$ cat src/rtl/lpc_pkg.sv
// Shared LPC definitions: host FSM states, CYCTYPE/DIR nibbles, SYNC codes and
// the latched I/O request payload. The LPC decoder uses the same package.
package lpc_pkg;

  localparam int unsigned NIB_W  = 4;
  localparam int unsigned ADDR_W = 16;
  localparam int unsigned DATA_W = 8;

  typedef logic [NIB_W-1:0] nibble_t;

  localparam nibble_t LAD_START    = 4'b0000;
  localparam nibble_t LAD_IDLE     = 4'b1111;

  localparam nibble_t CYC_IO_READ  = 4'b0000;
  localparam nibble_t CYC_IO_WRITE = 4'b0010;

  localparam nibble_t SYNC_READY      = 4'b0000;
  localparam nibble_t SYNC_SHORT_WAIT = 4'b0101;
  localparam nibble_t SYNC_LONG_WAIT  = 4'b0110;
  localparam nibble_t SYNC_ERROR      = 4'b1010;
  localparam nibble_t SYNC_NONE       = 4'b1111;

  typedef enum logic [3:0] {
    ST_IDLE,
    ST_START,
    ST_CYCDIR,
    ST_ADDR,
    ST_WDATA,
    ST_TAR1,
    ST_TAR2,
    ST_SYNC,
    ST_RDATA,
    ST_TAREND1,
    ST_TAREND2,
    ST_ABORT,
    ST_ABORT_REL
  } lpc_state_e;

  typedef struct packed {
    logic              write;
    logic [ADDR_W-1:0] addr;
    logic [DATA_W-1:0] wdata;
  } lpc_req_t;

  // Address nibble in bus order: idx 0 is addr[15:12], idx 3 is addr[3:0]
  function automatic nibble_t addr_nibble(input logic [ADDR_W-1:0] addr,
                                          input logic [1:0]        idx);
    nibble_t nib;
    case (idx)
      2'd0:    nib = addr[15:12];
      2'd1:    nib = addr[11:8];
      2'd2:    nib = addr[7:4];
      default: nib = addr[3:0];
    endcase
    return nib;
  endfunction

endpackage

$ cat src/rtl/lpc_host_io_if.sv
// Request/response handshake and LAD/LFRAME# pins of the LPC I/O host.
// slave: the host block itself; master: the requester / board side.
interface lpc_host_io_if;

  logic        req_valid;
  logic        req_ready;
  logic        req_write;
  logic [15:0] req_addr;
  logic [7:0]  req_wdata;
  logic        resp_valid;
  logic [7:0]  resp_rdata;
  logic        resp_error;
  logic        lpc_frame;
  logic [3:0]  lpc_ad_out;
  logic        lpc_ad_oe;
  logic [3:0]  lpc_ad_in;

  modport slave (
    input  req_valid, req_write, req_addr, req_wdata, lpc_ad_in,
    output req_ready, resp_valid, resp_rdata, resp_error,
           lpc_frame, lpc_ad_out, lpc_ad_oe
  );

  modport master (
    output req_valid, req_write, req_addr, req_wdata, lpc_ad_in,
    input  req_ready, resp_valid, resp_rdata, resp_error,
           lpc_frame, lpc_ad_out, lpc_ad_oe
  );

endinterface

$ cat src/rtl/lpc_host_io.sv
// LPC host for single-byte I/O read/write cycles with SYNC wait, error and
// no-target handling. Define LPC_HOST_ABORT_EN to signal an LFRAME# abort on timeout.
module lpc_host_io
  import lpc_pkg::*;
#(
  parameter int unsigned SYNC_TIMEOUT = 255,
  parameter int unsigned NOSYNC_LIMIT = 3
) (
  input  logic          lpc_clock,
  input  logic          lpc_reset,
  lpc_host_io_if.slave  bus
);

  localparam int unsigned WAIT_W = (SYNC_TIMEOUT > 0) ? $clog2(SYNC_TIMEOUT + 1) : 1;
  localparam int unsigned NS_W   = (NOSYNC_LIMIT > 0) ? $clog2(NOSYNC_LIMIT + 1) : 1;
  localparam int unsigned CNT_W  = 2;

  lpc_state_e         state_q, state_d;
  logic [CNT_W-1:0]   cnt_q, cnt_d;
  logic [WAIT_W-1:0]  wait_q, wait_d;
  logic [NS_W-1:0]    nosync_q, nosync_d;
  lpc_req_t           req_q, req_d;
  logic [DATA_W-1:0]  rdata_q, rdata_d;
  logic               err_q, err_d;

  logic               ready_q, ready_d;
  logic               resp_valid_q, resp_valid_d;
  logic               resp_error_q, resp_error_d;
  logic               frame_q, frame_d;
  nibble_t            ad_out_q, ad_out_d;
  logic               ad_oe_q, ad_oe_d;

  always_ff @(posedge lpc_clock or negedge lpc_reset) begin
    if (!lpc_reset) begin
      state_q      <= ST_IDLE;
      cnt_q        <= '0;
      wait_q       <= '0;
      nosync_q     <= '0;
      req_q        <= '0;
      rdata_q      <= '0;
      err_q        <= 1'b0;
      ready_q      <= 1'b0;
      resp_valid_q <= 1'b0;
      resp_error_q <= 1'b0;
      frame_q      <= 1'b1;
      ad_out_q     <= LAD_IDLE;
      ad_oe_q      <= 1'b0;
    end else begin
      state_q      <= state_d;
      cnt_q        <= cnt_d;
      wait_q       <= wait_d;
      nosync_q     <= nosync_d;
      req_q        <= req_d;
      rdata_q      <= rdata_d;
      err_q        <= err_d;
      ready_q      <= ready_d;
      resp_valid_q <= resp_valid_d;
      resp_error_q <= resp_error_d;
      frame_q      <= frame_d;
      ad_out_q     <= ad_out_d;
      ad_oe_q      <= ad_oe_d;
    end
  end

  // Next state; pin values are decoded from the next state so they register in step
  always_comb begin
    state_d  = state_q;
    cnt_d    = cnt_q;
    wait_d   = wait_q;
    nosync_d = nosync_q;
    req_d    = req_q;
    rdata_d  = rdata_q;
    err_d    = err_q;

    case (state_q)
      ST_IDLE: begin
        if (bus.req_valid && ready_q) begin
          req_d.write = bus.req_write;
          req_d.addr  = bus.req_addr;
          req_d.wdata = bus.req_wdata;
          rdata_d     = '0;
          err_d       = 1'b0;
          state_d     = ST_START;
        end
      end
      ST_START:  state_d = ST_CYCDIR;
      ST_CYCDIR: begin
        cnt_d   = '0;
        state_d = ST_ADDR;
      end
      ST_ADDR: begin
        if (cnt_q == CNT_W'(3)) begin
          cnt_d   = '0;
          state_d = req_q.write ? ST_WDATA : ST_TAR1;
        end else begin
          cnt_d = cnt_q + CNT_W'(1);
        end
      end
      ST_WDATA: begin
        if (cnt_q == CNT_W'(1)) begin
          cnt_d   = '0;
          state_d = ST_TAR1;
        end else begin
          cnt_d = cnt_q + CNT_W'(1);
        end
      end
      ST_TAR1: state_d = ST_TAR2;
      ST_TAR2: begin
        wait_d   = '0;
        nosync_d = '0;
        state_d  = ST_SYNC;
      end
      ST_SYNC: begin
        // No-target count only tracks consecutive 1111 samples
        nosync_d = '0;
        case (bus.lpc_ad_in)
          SYNC_READY: begin
            cnt_d   = '0;
            state_d = req_q.write ? ST_TAREND1 : ST_RDATA;
          end
          SYNC_SHORT_WAIT, SYNC_LONG_WAIT: begin
            if (wait_q >= WAIT_W'(SYNC_TIMEOUT)) begin
              err_d   = 1'b1;
              rdata_d = '1;
              cnt_d   = '0;
`ifdef LPC_HOST_ABORT_EN
              state_d = ST_ABORT;
`else
              state_d = ST_TAREND2;
`endif
            end else begin
              wait_d = wait_q + WAIT_W'(1);
            end
          end
          SYNC_NONE: begin
            if (nosync_q >= NS_W'(NOSYNC_LIMIT)) begin
              err_d   = 1'b1;
              rdata_d = '1;
              cnt_d   = '0;
`ifdef LPC_HOST_ABORT_EN
              state_d = ST_ABORT;
`else
              state_d = ST_TAREND2;
`endif
            end else begin
              nosync_d = nosync_q + NS_W'(1);
            end
          end
          default: begin
            err_d   = 1'b1;
            cnt_d   = '0;
            state_d = req_q.write ? ST_TAREND1 : ST_RDATA;
          end
        endcase
      end
      ST_RDATA: begin
        if (cnt_q == CNT_W'(0)) begin
          rdata_d[3:0] = bus.lpc_ad_in;
          cnt_d        = CNT_W'(1);
        end else begin
          rdata_d[7:4] = bus.lpc_ad_in;
          cnt_d        = '0;
          state_d      = ST_TAREND1;
        end
      end
      ST_TAREND1: state_d = ST_TAREND2;
      ST_TAREND2: state_d = ST_IDLE;
`ifdef LPC_HOST_ABORT_EN
      ST_ABORT: begin
        if (cnt_q == CNT_W'(3)) begin
          cnt_d   = '0;
          state_d = ST_ABORT_REL;
        end else begin
          cnt_d = cnt_q + CNT_W'(1);
        end
      end
      ST_ABORT_REL: state_d = ST_TAREND2;
`endif
      default: state_d = ST_IDLE;
    endcase
  end

  // Registered pin decode for the state being entered
  always_comb begin
    ready_d      = (state_d == ST_IDLE);
    resp_valid_d = (state_d == ST_TAREND2);
    resp_error_d = (state_d == ST_TAREND2) && err_d;
    frame_d      = !(state_d inside {ST_START, ST_ABORT});
    ad_oe_d      = state_d inside {ST_START, ST_CYCDIR, ST_ADDR, ST_WDATA,
                                   ST_TAR1, ST_ABORT};
    ad_out_d     = LAD_IDLE;
    case (state_d)
      ST_START:  ad_out_d = LAD_START;
      ST_CYCDIR: ad_out_d = req_d.write ? CYC_IO_WRITE : CYC_IO_READ;
      ST_ADDR:   ad_out_d = addr_nibble(req_d.addr, cnt_d);
      ST_WDATA:  ad_out_d = (cnt_d == CNT_W'(0)) ? req_d.wdata[3:0] : req_d.wdata[7:4];
      default:   ad_out_d = LAD_IDLE;
    endcase
  end

  assign bus.req_ready  = ready_q;
  assign bus.resp_valid = resp_valid_q;
  assign bus.resp_rdata = rdata_q;
  assign bus.resp_error = resp_error_q;
  assign bus.lpc_frame  = frame_q;
  assign bus.lpc_ad_out = ad_out_q;
  assign bus.lpc_ad_oe  = ad_oe_q;

endmodule

$ cat src/flat_wrapper.sv
// flat-port wrapper written by rule: the top's interface ports become plain ports
module lpc_host_io_flat import lpc_pkg::*;
#(
  parameter int unsigned SYNC_TIMEOUT = 255,
  parameter int unsigned NOSYNC_LIMIT = 3
)
  (lpc_clock, lpc_reset, bus_req_valid, bus_req_write, bus_req_addr, bus_req_wdata, bus_lpc_ad_in, bus_req_ready, bus_resp_valid, bus_resp_rdata, bus_resp_error, bus_lpc_frame, bus_lpc_ad_out, bus_lpc_ad_oe);
  lpc_host_io_if bus_i ();
  input  logic lpc_clock;
  input  logic lpc_reset;
  input wire logic [$bits(bus_i.req_valid)-1:0] bus_req_valid;
  input wire logic [$bits(bus_i.req_write)-1:0] bus_req_write;
  input wire logic [$bits(bus_i.req_addr)-1:0] bus_req_addr;
  input wire logic [$bits(bus_i.req_wdata)-1:0] bus_req_wdata;
  input wire logic [$bits(bus_i.lpc_ad_in)-1:0] bus_lpc_ad_in;
  output wire logic [$bits(bus_i.req_ready)-1:0] bus_req_ready;
  output wire logic [$bits(bus_i.resp_valid)-1:0] bus_resp_valid;
  output wire logic [$bits(bus_i.resp_rdata)-1:0] bus_resp_rdata;
  output wire logic [$bits(bus_i.resp_error)-1:0] bus_resp_error;
  output wire logic [$bits(bus_i.lpc_frame)-1:0] bus_lpc_frame;
  output wire logic [$bits(bus_i.lpc_ad_out)-1:0] bus_lpc_ad_out;
  output wire logic [$bits(bus_i.lpc_ad_oe)-1:0] bus_lpc_ad_oe;
  assign bus_i.req_valid = bus_req_valid;
  assign bus_i.req_write = bus_req_write;
  assign bus_i.req_addr = bus_req_addr;
  assign bus_i.req_wdata = bus_req_wdata;
  assign bus_i.lpc_ad_in = bus_lpc_ad_in;
  assign bus_req_ready = bus_i.req_ready;
  assign bus_resp_valid = bus_i.resp_valid;
  assign bus_resp_rdata = bus_i.resp_rdata;
  assign bus_resp_error = bus_i.resp_error;
  assign bus_lpc_frame = bus_i.lpc_frame;
  assign bus_lpc_ad_out = bus_i.lpc_ad_out;
  assign bus_lpc_ad_oe = bus_i.lpc_ad_oe;
  lpc_host_io #(.SYNC_TIMEOUT(SYNC_TIMEOUT), .NOSYNC_LIMIT(NOSYNC_LIMIT)) u_core (.lpc_clock(lpc_clock), .lpc_reset(lpc_reset), .bus(bus_i));
endmodule
$ cat config.mk
export PLATFORM = sky130hd
export DESIGN_NAME = lpc_host_io_flat
export DESIGN_NICKNAME = d
export VERILOG_FILES = /design/src/rtl/lpc_pkg.sv /design/src/rtl/lpc_host_io_if.sv /design/src/rtl/lpc_host_io.sv /design/src/flat_wrapper.sv
export SDC_FILE = /design/constraint.sdc
export NUM_CORES = 1
export LEC_CHECK = 0
export CORE_ASPECT_RATIO = 0.9
export CORE_MARGIN = 4
export CORE_UTILIZATION = 48
export CTS_CLUSTER_DIAMETER = 30
export CTS_CLUSTER_SIZE = 25
export DETAILED_ROUTE_END_ITERATION = 12
export PLACE_DENSITY = 0.76
export SETUP_SLACK_MARGIN = 0.05
export SLEW_MARGIN = 20
export SYNTH_ARGS = -nofsm -noshare
export SYNTH_HDL_FRONTEND = slang
export SYNTH_SLANG_ARGS = --single-unit
$ cat constraint.sdc
create_clock -name lpc_clock -period 2.1 [get_ports lpc_clock]
set_clock_uncertainty 0.1 [all_clocks]
set_input_delay 0.42 -clock lpc_clock [delete_from_list [all_inputs] [get_ports lpc_clock]]
set_output_delay 0.42 -clock lpc_clock [all_outputs]
set_load 0.05 [all_outputs]
Word-level counts from Yosys, hierarchy flattened --
Index checks and enable logic that the tools add are counted.
Word-level totals: bits in registers 59, output and inout bits 17
Operators by class: $add $sub $neg 3, order comparisons 2, eq/ne operators 31, muxes and demuxes 41, reductions and logical operators 16
Operators by type and width (count):
- 25-bit 2-to-1 mux | 2
- 8-bit 2-to-1 mux | 5
- 4-bit case mux with 10 select lines | 1
- 4-bit 2-to-1 mux | 9
- 4-bit by 3-bit == test with 1-bit output, second input constant | 8
- 8-bit case mux with 2 select lines | 2
- 8-bit case mux with 3 select lines | 1
- 4-bit == test, second input constant | 5
- 4-bit by 2-bit == test with 1-bit output, second input constant | 4
- 4-bit case mux with 4 select lines | 1
- 2-bit 2-to-1 mux | 7
- 4-bit logical NOT | 3
- 4-bit case mux with 3 select lines | 1
- 6-bit AND reduction | 2
- 2-bit case mux with 5 select lines | 1
- 3-bit by 2-bit inequality test with 1-bit output, second input constant | 3
- 8-bit by 1-bit adder with 8-bit output, second input constant | 1
- 4-bit by 1-bit == test with 1-bit output, second input constant | 2
- 8-bit >= comparator, second input constant | 1
- 2-bit case mux with 2 select lines | 2
- 4-bit case mux with 2 select lines | 1
- 1-bit 2-to-1 mux | 6
- 2-bit inequality test, second input constant | 3
- 6-bit nonzero test | 1
- other kinds (14) | 21

Logic depth before layout (Yosys ltp) --
Gate-level depths: netlist of the first run.
word-level depth 7, gate-level depth with buffers 12, mapped depth without buffers 10

Least setup slack after synthesis of the first run --
No wires, ideal clock.
kind register to register, start register u_core.state_q[0], end register u_core.rdata_q[0] (netlist: u_core.bus.resp_rdata[0]), data arrival time 1.963 ns, required time 1.875 ns, slack -0.087 ns, cell stages (with the launch flop) 9, period minus slack after synthesis 2.187 ns, cells stage by stage dfrtp_1 buf_2 nor2_2 nand4_1 buf_2 buf_2 a31oi_1 a21boi_2 mux2_2
Between the ends: longest elaborated chain between the ends 3
Ends and longest elaborated chain:
- start: declaration | RTL line lpc_host_io.sv:18 | lpc_state_e state_q, state_d;
- start signal: assignment | RTL line lpc_host_io.sv:49 | state_q <= state_d;
- 4-bit by 3-bit == test with 1-bit output, or another cell as far along | RTL line lpc_host_io.sv:75 | case (state_q)
- 3-bit by 2-bit inequality test with 1-bit output (no line), or another cell as far along
- 6-bit AND reduction (no line)
- end signal: assignment | RTL line lpc_host_io.sv:54 | rdata_q <= rdata_d;
- end: declaration | RTL line lpc_host_io.sv:23 | logic [DATA_W-1:0] rdata_q, rdata_d;
Several ways; a longest one is shown, not always the timed one. A chain may end at the register's enable or synchronous reset.

Worst setup path in the final report of the first run --
start register u_core.wait_q[0], end register u_core.ad_out_q[0] (netlist: u_core.bus.lpc_ad_out[0])
Between the ends: longest elaborated chain between the ends 7
Ends and longest elaborated chain:
- start: declaration | RTL line lpc_host_io.sv:20 | logic [WAIT_W-1:0] wait_q, wait_d;
- start signal: assignment | RTL line lpc_host_io.sv:51 | wait_q <= wait_d;
- 8-bit >= comparator * | RTL line lpc_host_io.sv:122 | if (wait_q >= WAIT_W'(SYNC_TIMEOUT)) begin
- 2-bit 2-to-1 mux | RTL line lpc_host_io.sv:122
- 2-bit case mux with 2 select lines | RTL line lpc_host_io.sv:116 | case (bus.lpc_ad_in)
- 2-bit case mux with 5 select lines | RTL line lpc_host_io.sv:75
- 2-bit == test, or another cell as far along | RTL line lpc_pkg.sv:49 | case (idx)
- 4-bit case mux with 3 select lines / 4-bit 2-to-1 mux (equally long branches) | RTL line lpc_pkg.sv:49, lpc_host_io.sv:196
- 4-bit case mux with 4 select lines * | RTL line lpc_host_io.sv:192 | case (state_d)
- named net u_core.ad_out_d[0] | RTL line lpc_host_io.sv:30 | nibble_t ad_out_q, ad_out_d;
- end signal: assignment | RTL line lpc_host_io.sv:60 | ad_out_q <= ad_out_d;
- end: declaration | RTL line lpc_host_io.sv:30
The timed path passes the listed nets; every way through them passes the cells marked *.

==> metrics.cfg, run 1 <==
[run_status]
status = finished with violations
violations = negative setup slack

[flow_run]
maxCapViolCount = 0

[setup_path]
rrSetupSlack_ns = -0.16
critPathLaunchType = flip-flop
crit_path_max_fanout = 5
path_class = flip-flop to flip-flop
crit_arrival_ns = 2.41
r2r_end = u_core.bus.lpc_ad_out[0]
worstPathRequired_ns = 2.26
reg2reg_depth = 8
cp-end-kind = flip-flop
reg2reg_from = u_core.wait_q[0]

[worst_hold_path]
min_path_cells = 2
hp-class = flip-flop to flip-flop
hold_end = u_core.err_q
min_from = u_core.err_q

[die]
dieArea_sq_um = 7610
io_pins = 49
start_util = 0.493
fp.dieH_um = 83.2
dieWidth_um = 91.5
rows = 27
core-area_sq_um = 6110

[finish]
post-route-cell-area_sq_um = 4510
syn2layout_area_growth_pct = 49.5
drive_gt1_frac = 0.445
antenna_cells = 0
final_core_utilization = 0.737
multi_input_area_sq_um = 1610
num-nets-final = 415
register_area_sq_um = 1490
fillerInstances = 413

[cts]
clk_latency_ns = 0.34
cts_tree = built
ctsHtreeMaxLevel = 3
clock_path_buffers = 2
ctsRootBufferMaster = clkbuf_8
cts_inserted_buffers = 9
clkTransAtPathRegs_ns = 0.07
clock-sinks = 59

[sta]
grt_setup_unrepaired = yes
fmax_mhz = 443
min_period_ns = 2.26
holdWs_ns = 0.396
worst_slew_pin_slew_ns = 0.576
drv_slew = 0
finalSetupTns_ns = -0.914
min_period_over_period = 1.07
hold_violations = 0
slew_headroom = 0.613
setup_ws_ns = -0.156
finalSetupViolCount = 15

[logic_synthesis]
yosysTopAreaCell = dfrtp_1
synthArstFlopShare = 1.00
synth_edf_count = 0
yosys.cell_count.top_type = dfrtp_1
synth_nets = 300
syn_area_sq_um = 3010
yosys_warnings = 0
synth-main-ff-cell = dfrtp_1
ys_seq_area_frac = 0.492
synth.area.top_cells = dfrtp_1, mux2_2, dfstp_2, mux2i_1, ha_1
synth_cell_types = 63
yosysTopAreaCellShare = 0.448
ys_top_cells_by_count = dfrtp_1, mux2_2, nand2_1
synth_area_per_cell_sq_um = 11.5
ys_ff_latch = 59
syn_inst = 262

[detailed_routing]
routed_wl_um = 7460
drtIter0Drc = 98
avgViaCountPerCell = 5.30
dr.pass1.iters = 4
drc = 0
wl_per_cell_um = 15.9
vias = 2487
ant_nets = 0

[global_route]
grt_pass1_vias = 2539
grtUsageTotal = 0.209
grt_max_degree = 60
antenna_found_initial = 0
grt_pass1_wl_um = 12500
grt-ovfl-total = 0

[place]
gp_congestion = 0.904
port_buffers = 48
hpwlAfterDp_um = 5350
dpl_cell_area_sq_um = 4080

[power_and_ir_drop]
vdd_drop_max_v = 0.00113
power_mw = 6.24
power_density_nw_per_um2 = 1380
p_leak_nw = 2.14

## state kept, by name, summed over array words and instances, names as in the netlist
register	flops
u_core.err_q	1
u_core.bus.resp_valid	1
u_core.bus.resp_rdata	8
u_core.bus.resp_error	1
u_core.wait_q	8
u_core.bus.req_ready	1
u_core.bus.lpc_frame	1
u_core.state_q	4
u_core.bus.lpc_ad_out	4
u_core.bus.lpc_ad_oe	1
u_core.cnt_q	2
u_core.nosync_q	2
u_core.req_q	25
## worst max-delay path, cell delays in order (launching register included)
cell	delay, ns
dfrtp_1	0.36
ha_2	0.19
nand3_2	0.06
o2111a_2	0.30
or2_4	0.25
o21a_4	0.22
nor3b_4	0.22
or3b_4	0.41
o2111ai_2	0.07
## area by class of cell
class | count | share of cell area
Timing Repair Buffer | 114 | 0.224
Inverter | 7 | 0.00694
Tap cell | 87 | 0.0242
Sequential cell | 59 | 0.330
Clock buffer | 12 | 0.0366
Multi-Input combinational cell | 186 | 0.358
Clock inverter | 4 | 0.0211
## kinds of logic (layout without fill, tap and decap cells)
kind of cell / count (synthesis) / after routing / synth area share
XOR/XNOR: 6 / 6 / 0.0174
adder cells (fa/ha/maj): 6 / 6 / 0.0249
buffers and inverters: 17 / 137 / 0.0303
AO/OA/AOI/OAI: 49 / 49 / 0.121
AND/OR/NAND/NOR: 82 / 82 / 0.158
multiplexers: 43 / 43 / 0.157
flip-flops: 59 / 59 / 0.492
## layer usage
layer / track usage / routed length, um / up-vias / share of wire
met4: 0.0699 / 131 / 0 / 0.018
met3: 0.0571 / 334 / 15 / 0.045
met1: 0.289 / 3470 / 1234 / 0.47
met5: 0 / 0 / - / 0
met2: 0.317 / 3520 / 50 / 0.47
li1: - / - / 1188 / -
## through the flow
step / setup slack (ns) / cells
after floorplan: -0.0548 / 262
after global placement: -0.568 / 446
after detailed placement: -0.642 / 446
after CTS: -0.137 / 468
after global routing: -0.268 / 469
final: -0.156 / 469
## timing repair
item | CTS | global route
hold buffers | 1 | 0
endpoints found under the hold margin | 54 | 0
resized for setup | 19 | 21
gates cloned | 0 | 0
buffers inserted | 5 | 1
pin swaps | 11 | 6
endpoints found under the setup margin | 21 | 27
## cells in the final DEF, fill, tap and decap left out, drive strengths merged, types with 2 or more instances in the layout
cell	netlist	routed
nand3b	4	4
o31ai	2	2
clkbuf	1	12
o221a	2	2
clkdlybuf4s50	0	28
nand4b	2	2
and3	2	2
nor2	14	14
a21boi	3	3
inv	6	6
nand3	5	5
o21ai	8	8
mux2i	9	9
or2	3	3
o2111ai	3	3
clkinv	1	2
dfstp	5	5
mux2	34	34
or3b	3	3
buf	9	72
nor3	7	7
dlygate4sd2	0	6
bufinv	0	3
or3	5	5
xor2	5	5
nor3b	2	2
a21o	2	2
dlymetal6s2s	0	7
nor4	2	2
o21a	5	5
nand2	19	19
nand4bb	2	2
nand4	4	4
and2	2	2
dfrtp	54	54
a31oi	4	4
o22ai	3	3
ha	6	6
nand2b	4	4
a21oi	10	10
## where the power goes
group          internal, mW  total, mW  switching [mW]
Sequential             1.57       1.77           0.197
Combinational          1.53       3.14            1.61
Clock                 0.884       1.33           0.444
Total                  3.98       6.24            2.25
## how the worst max path moves through the flow
| stage | start | to | slack (ns) | depth (start not counted) |
|---|---|---|---|---|
| after global routing | u_core.wait_q[0] | u_core.bus.lpc_ad_out[0] | -0.27 | 8 |
| after CTS | u_core.wait_q[0] | u_core.bus.lpc_ad_out[0] | -0.14 | 8 |
| final | u_core.wait_q[0] | u_core.bus.lpc_ad_out[0] | -0.16 | 8 |
| after detailed placement | bus_lpc_ad_in[1] | u_core.bus.lpc_ad_out[0] | -0.64 | 8 |
| after global placement | bus_lpc_ad_in[0] | u_core.bus.lpc_ad_out[0] | -0.57 | 8 |
| after floorplan | u_core.wait_q[0] | u_core.bus.lpc_ad_oe | -0.05 | 8 |
Power figures use the tool's default switching activity.
==> run 2, diff against run 1 <==
--- a/config.mk
+++ b/config.mk
@@ -6,12 +6,12 @@
 export NUM_CORES = 1
 export LEC_CHECK = 0
 export CORE_ASPECT_RATIO = 0.9
-export CORE_MARGIN = 4
+export CORE_MARGIN = 2
 export CORE_UTILIZATION = 48
 export CTS_CLUSTER_DIAMETER = 30
 export CTS_CLUSTER_SIZE = 25
 export DETAILED_ROUTE_END_ITERATION = 12
-export PLACE_DENSITY = 0.76
+export PLACE_DENSITY = 0.79
 export SETUP_SLACK_MARGIN = 0.05
 export SLEW_MARGIN = 20
 export SYNTH_ARGS = -nofsm -noshare
==> metrics.cfg, run 2 (synthesis results as in run 1) <==
[cts]
clk_latency_ns = 0.35
cts_tree = built
ctsRootBufferMaster = clkbuf_8
clkTransAtPathRegs_ns = 0.06
cts_inserted_buffers = 9
clock-sinks = 59
ctsHtreeMaxLevel = 3
clock_path_buffers = 2

[power_and_ir_drop]
p_leak_nw = 2.10
p_sw_mw = 2.43
power_density_nw_per_um2 = 1430
clkPwrFrac = 0.201
p_int_mw = 3.95
power_mw = 6.38
switching_share = 0.381
vdd_drop_max_v = 0.000831
pwr-share-comb = 0.523
sequentialPowerShare = 0.277

[detailed_routing]
dr.pass1.iters = 5
drc = 0
ant_nets = 0
drtIter0Drc = 133
vias = 2518
avgViaCountPerCell = 5.57
wl_per_cell_um = 17.6
routed_wl_um = 7960

[setup_path]
rrSetupSlack_ns = -0.21
worstPathRequired_ns = 2.28
cp-end-kind = flip-flop
cp_cell_sequence = clkdlybuf4s50_1 > nand4_1 > nor2_4 > o31ai_1 > a21oi_2 > nor3b_4 > or3b_1 > nand3b_1
slowest_delay_ns = 0.52
crit_arrival_ns = 2.49
reg2reg_from = u_core.wait_q[1]
cpMaxStageDelayCell = clkdlybuf4s50_1
critPathLaunchType = input port
r2r_end = u_core.bus.lpc_ad_out[2]
crit_path_max_fanout = 5
path_class = input port to flip-flop
reg2reg_depth = 8

[place]
gp_congestion = 0.910
hpwlAfterDp_um = 5330
numPlacedInstances = 431
dpl_cell_area_sq_um = 4050
port_buffers = 48

[worst_hold_path]
hp-class = input port to async pin

[sta]
worst_slew_pin_slew_ns = 0.584
drv_slew = 0
finalSetupViolCount = 14
setup_ws_ns = -0.212
fmax_mhz = 433
hold_violations = 0
slew_headroom = 0.608
grt_setup_unrepaired = yes
min_period_ns = 2.31
min_period_over_period = 1.10

[die]
start_util = 0.496
rows = 27
dieArea_sq_um = 6930
core-area_sq_um = 6080
io_pins = 49
dieWidth_um = 87.5
fp.dieH_um = 79.2

[finish]
antenna_cells = 0
layout_commonest_cell = buf_4
syn2layout_area_growth_pct = 47.8
layout_common_cells = buf_4, dfrtp_1, clkdlybuf4s50_1, mux2_2, nand2_1
drive_gt1_frac = 0.442
top_register = u_core.req_q
post-route-cell-area_sq_um = 4460
num-nets-final = 413
final_cells = 452
largest_register_ff_count = 25

[global_route]
grtUsageTotal = 0.232
grt_pass1_vias = 2477
grt_max_degree = 38
antenna_found_initial = 0
grt-ovfl-total = 0
grt_pass1_wl_um = 12000

[flow_run]
maxCapViolCount = 0

[run_status]
violations = negative setup slack
status = finished with violations

-- run 2: changes by cell type in the layout (fill, tap and decap cells not counted), sizes merged --
cell / delta
clkdlybuf4s50: +3
inv: +1
buf: -2
dlygate4sd2: -2
clkbuf: -1
dlymetal6s2s: -1
-- run 2: routing by layer --
layer  wire (um)  global-route usage  vias up
met1        3560               0.313     1227
li1            -                   -     1190
met2        3800               0.344       84
met4         167               0.117        0
met5           0                   0        -
met3         420              0.0593       17
-- run 2: worst max path at each step --
stage	from	end	cells after the start
final	bus_lpc_ad_in[2]	u_core.bus.lpc_ad_out[2]	8
after global routing	bus_lpc_ad_in[2]	u_core.bus.lpc_ad_out[2]	8
after CTS	u_core.wait_q[0]	u_core.bus.lpc_ad_out[3]	8
after detailed placement	bus_lpc_ad_in[1]	u_core.bus.lpc_ad_out[3]	8
after global placement	bus_lpc_ad_in[0]	u_core.bus.lpc_ad_out[0]	8
after floorplan	u_core.wait_q[0]	u_core.bus.lpc_ad_oe	8
-- run 2: through the flow --
| step | hold slack (ns) | setup slack (ns) | util | setup TNS (ns) |
|---|---|---|---|---|
| floorplan | 0.0244 | -0.0548 | - | -0.193 |
| global placement | 0.134 | -0.545 | 0.666 | -9.94 |
| detailed placement | 0.137 | -0.632 | 0.666 | -11.00 |
| CTS | 0.303 | -0.183 | 0.716 | -1.12 |
| global route | 0.325 | -0.300 | 0.733 | -3.07 |
| finish | 0.311 | -0.212 | 0.733 | -1.57 |
-- run 2: layout make-up --
class	count	area [sq um]
clock buffers	11	141
repair buffers	112	970
multi-input cells	186	1640
clock inverters	5	100
inverters	7	28.8
well taps	72	90.1
fillers	388	1630
flip-flops and latches	59	1490
-- run 2: critical path: cells and delay by family --
family	cells	cell delay (ns)
and+or+nand+nor	5	1.17
AOI/OAI and AO/OA	2	0.37
buffers and inverters	1	0.52
-- run 2: power by group through the flow --
stage / logic [mW] / registers, mW / clock network (mW)
2_1_floorplan: 1.66 / 2.04 / 0
3_3_place_gp: 2.89 / 1.75 / 0
3_5_place_dp: 2.95 / 1.77 / 0
4_1_cts: 3.07 / 1.75 / 1.29
5_1_grt: 3.54 / 1.79 / 1.35
6_report: 3.33 / 1.76 / 1.28
-- run 2: repair_timing --
action,CTS,global route
pin swaps,5,9
setup endpoints to repair,22,26
gates cloned,0,0
hold buffers,1,0
endpoints found under the hold margin,35,0
setup buffers,2,2
resized for setup,13,23
==> run 3, diff against run 2 <==
--- a/config.mk
+++ b/config.mk
@@ -7,11 +7,11 @@
 export LEC_CHECK = 0
 export CORE_ASPECT_RATIO = 0.9
 export CORE_MARGIN = 2
-export CORE_UTILIZATION = 48
+export CORE_UTILIZATION = 53
 export CTS_CLUSTER_DIAMETER = 30
 export CTS_CLUSTER_SIZE = 25
 export DETAILED_ROUTE_END_ITERATION = 12
-export PLACE_DENSITY = 0.79
+export PLACE_DENSITY = 0.82
 export SETUP_SLACK_MARGIN = 0.05
 export SLEW_MARGIN = 20
 export SYNTH_ARGS = -nofsm -noshare
==> constraint.sdc (replaced) <==
create_clock -name lpc_clock -period 2.3 [get_ports lpc_clock]
set_clock_uncertainty 0.1 [all_clocks]
set_input_delay 0.46 -clock lpc_clock [delete_from_list [all_inputs] [get_ports lpc_clock]]
set_output_delay 0.46 -clock lpc_clock [all_outputs]
set_load 0.05 [all_outputs]
==> metrics.cfg, run 3 (synthesis results as in run 1) <==
[run_status]
status = finished clean

[global_route]
grt_max_degree = 60
grt_pass1_wl_um = 11200
grtUsageTotal = 0.231
grt_pass1_vias = 2320
grt-ovfl-total = 0
antenna_found_initial = 0

[place]
hpwlAfterDp_um = 4870
numPlacedInstances = 409
gp_congestion = 0.872
port_buffers = 48

[sta]
min_period_over_period = 0.978
holdWs_ns = 0.00156
fmax_mhz = 445
finalSetupViolCount = 0
worst_slew_pin_slew_ns = 0.500
slew_headroom = 0.666
drv_slew = 0
grt_setup_unrepaired = yes
hold_violations = 0
min_period_ns = 2.25

[detailed_routing]
wl_per_cell_um = 16.6
routed_wl_um = 7190
dr.pass1.iters = 4
vias = 2443
routed.top_layer = met4
avgViaCountPerCell = 5.64
drc = 0
wl_met2_um = 3330
ant_nets = 0
drtIter0Drc = 227
wl_met3_um = 512
drt-met1-wl_um = 3160

[setup_path]
critPathLaunchType = flip-flop
slowest_delay_ns = 0.40
cp-end-kind = flip-flop
reg2reg_depth = 8
crit_arrival_ns = 2.42
reg2reg_from = u_core.wait_q[0]
r2r_end = u_core.bus.lpc_ad_out[3]
path_class = flip-flop to flip-flop
rrSetupSlack_ns = 0.05
cp_cell_sequence = ha_4 > nand3_2 > o2111a_2 > or2_4 > o21a_4 > nor3b_4 > or3b_1 > o2111ai_2
cpMaxStageDelayCell = dfrtp_1
crit_path_max_fanout = 4
worstPathRequired_ns = 2.47

[cts]
ctsHtreeMaxLevel = 3
cts_inserted_buffers = 9
clk_latency_ns = 0.35
ctsRootBufferMaster = clkbuf_8
clkTransAtPathRegs_ns = 0.07
clock-sinks = 59
postCtsHoldBufs = 0
clock_path_buffers = 2
cts_tree = built

[finish]
drive_gt1_frac = 0.386
top_register = u_core.req_q
layout_commonest_cell = dfrtp_1
final_cells = 433
num-nets-final = 396
antenna_cells = 0
syn2layout_area_growth_pct = 39.3
largest_register_ff_count = 25
fillerInstances = 369
final_core_utilization = 0.750
layout_common_cells = dfrtp_1, buf_4, clkdlybuf4s50_1, mux2_2, nand2_1

[die]
start_util = 0.539
rows = 26
dieArea_sq_um = 6310
dieWidth_um = 83.5
fp.dieH_um = 75.5
io_pins = 49
core-area_sq_um = 5600

[power_and_ir_drop]
vdd_drop_max_v = 0.000893
power_density_nw_per_um2 = 1230
p_leak_nw = 1.90

[flow_run]
maxCapViolCount = 0

[worst_hold_path]
hp-class = input port to async pin

==> run 3: worst max path at each step <==
stage                            from                  endpoint  cells past startpoint
floorplan           u_core.state_q[0]  u_core.bus.resp_rdata[0]                      8
global placement     bus_lpc_ad_in[1]  u_core.bus.lpc_ad_out[0]                      8
detailed placement   bus_lpc_ad_in[1]  u_core.bus.lpc_ad_out[3]                      8
CTS                  u_core.wait_q[1]  u_core.bus.lpc_ad_out[0]                      8
global route         u_core.wait_q[1]  u_core.bus.lpc_ad_out[3]                     10
finish               u_core.wait_q[0]  u_core.bus.lpc_ad_out[3]                      8
==> run 3: layer usage <==
layer,vias up,global-route usage
li1,1146,-
met1,1179,0.319
met2,97,0.354
met3,21,0.0661
met4,0,0.0842
met5,-,0
==> run 3: cell type report <==
cell class,instances,area (sq um),area share
Clock buffer,9,124,0.0295
Tap cell,70,87.6,0.0209
Sequential cell,59,1490,0.354
Multi-Input combinational cell,186,1560,0.372
Timing Repair Buffer,95,856,0.204
Inverter,7,28.8,0.00686
Clock inverter,7,53.8,0.0128
==> run 3: timing repair <==
action / in CTS / in global routing
gates resized for setup: 10 / 31
setup buffers: 5 / 3
pin swaps: 8 / 9
gates cloned: 0 / 0
endpoints found under the setup margin: 8 / 22
==> run 3: power breakdown <==
group | internal, mW | switching [mW] | leakage [nW]
clock network | 0.394 | 0.448 | 0.0818
registers | 1.44 | 0.205 | 0.747
logic | 1.27 | 1.43 | 1.07
==> run 3: per-stage QoR <==
stage	setup WS, ns	area [sq um]	setup TNS (ns)	total power, mW
after CTS	0.0331	4050	0	5.01
after global routing	-0.0311	4200	-0.0684	5.49
final	0.0510	4200	0	5.18
after detailed placement	-0.468	3820	-6.18	4.07
after floorplan	0.113	3010	0	3.27
after global placement	-0.392	3820	-5.14	4.00
==> run 3: critical path: cells and delay by family (launching register included) <==
kind / cells / cell delay (ns)
adders and majority gates: 1 / 0.16
DFF: 1 / 0.40
and+or+nand+nor: 4 / 0.92
AOI/OAI and AO/OA: 3 / 0.60
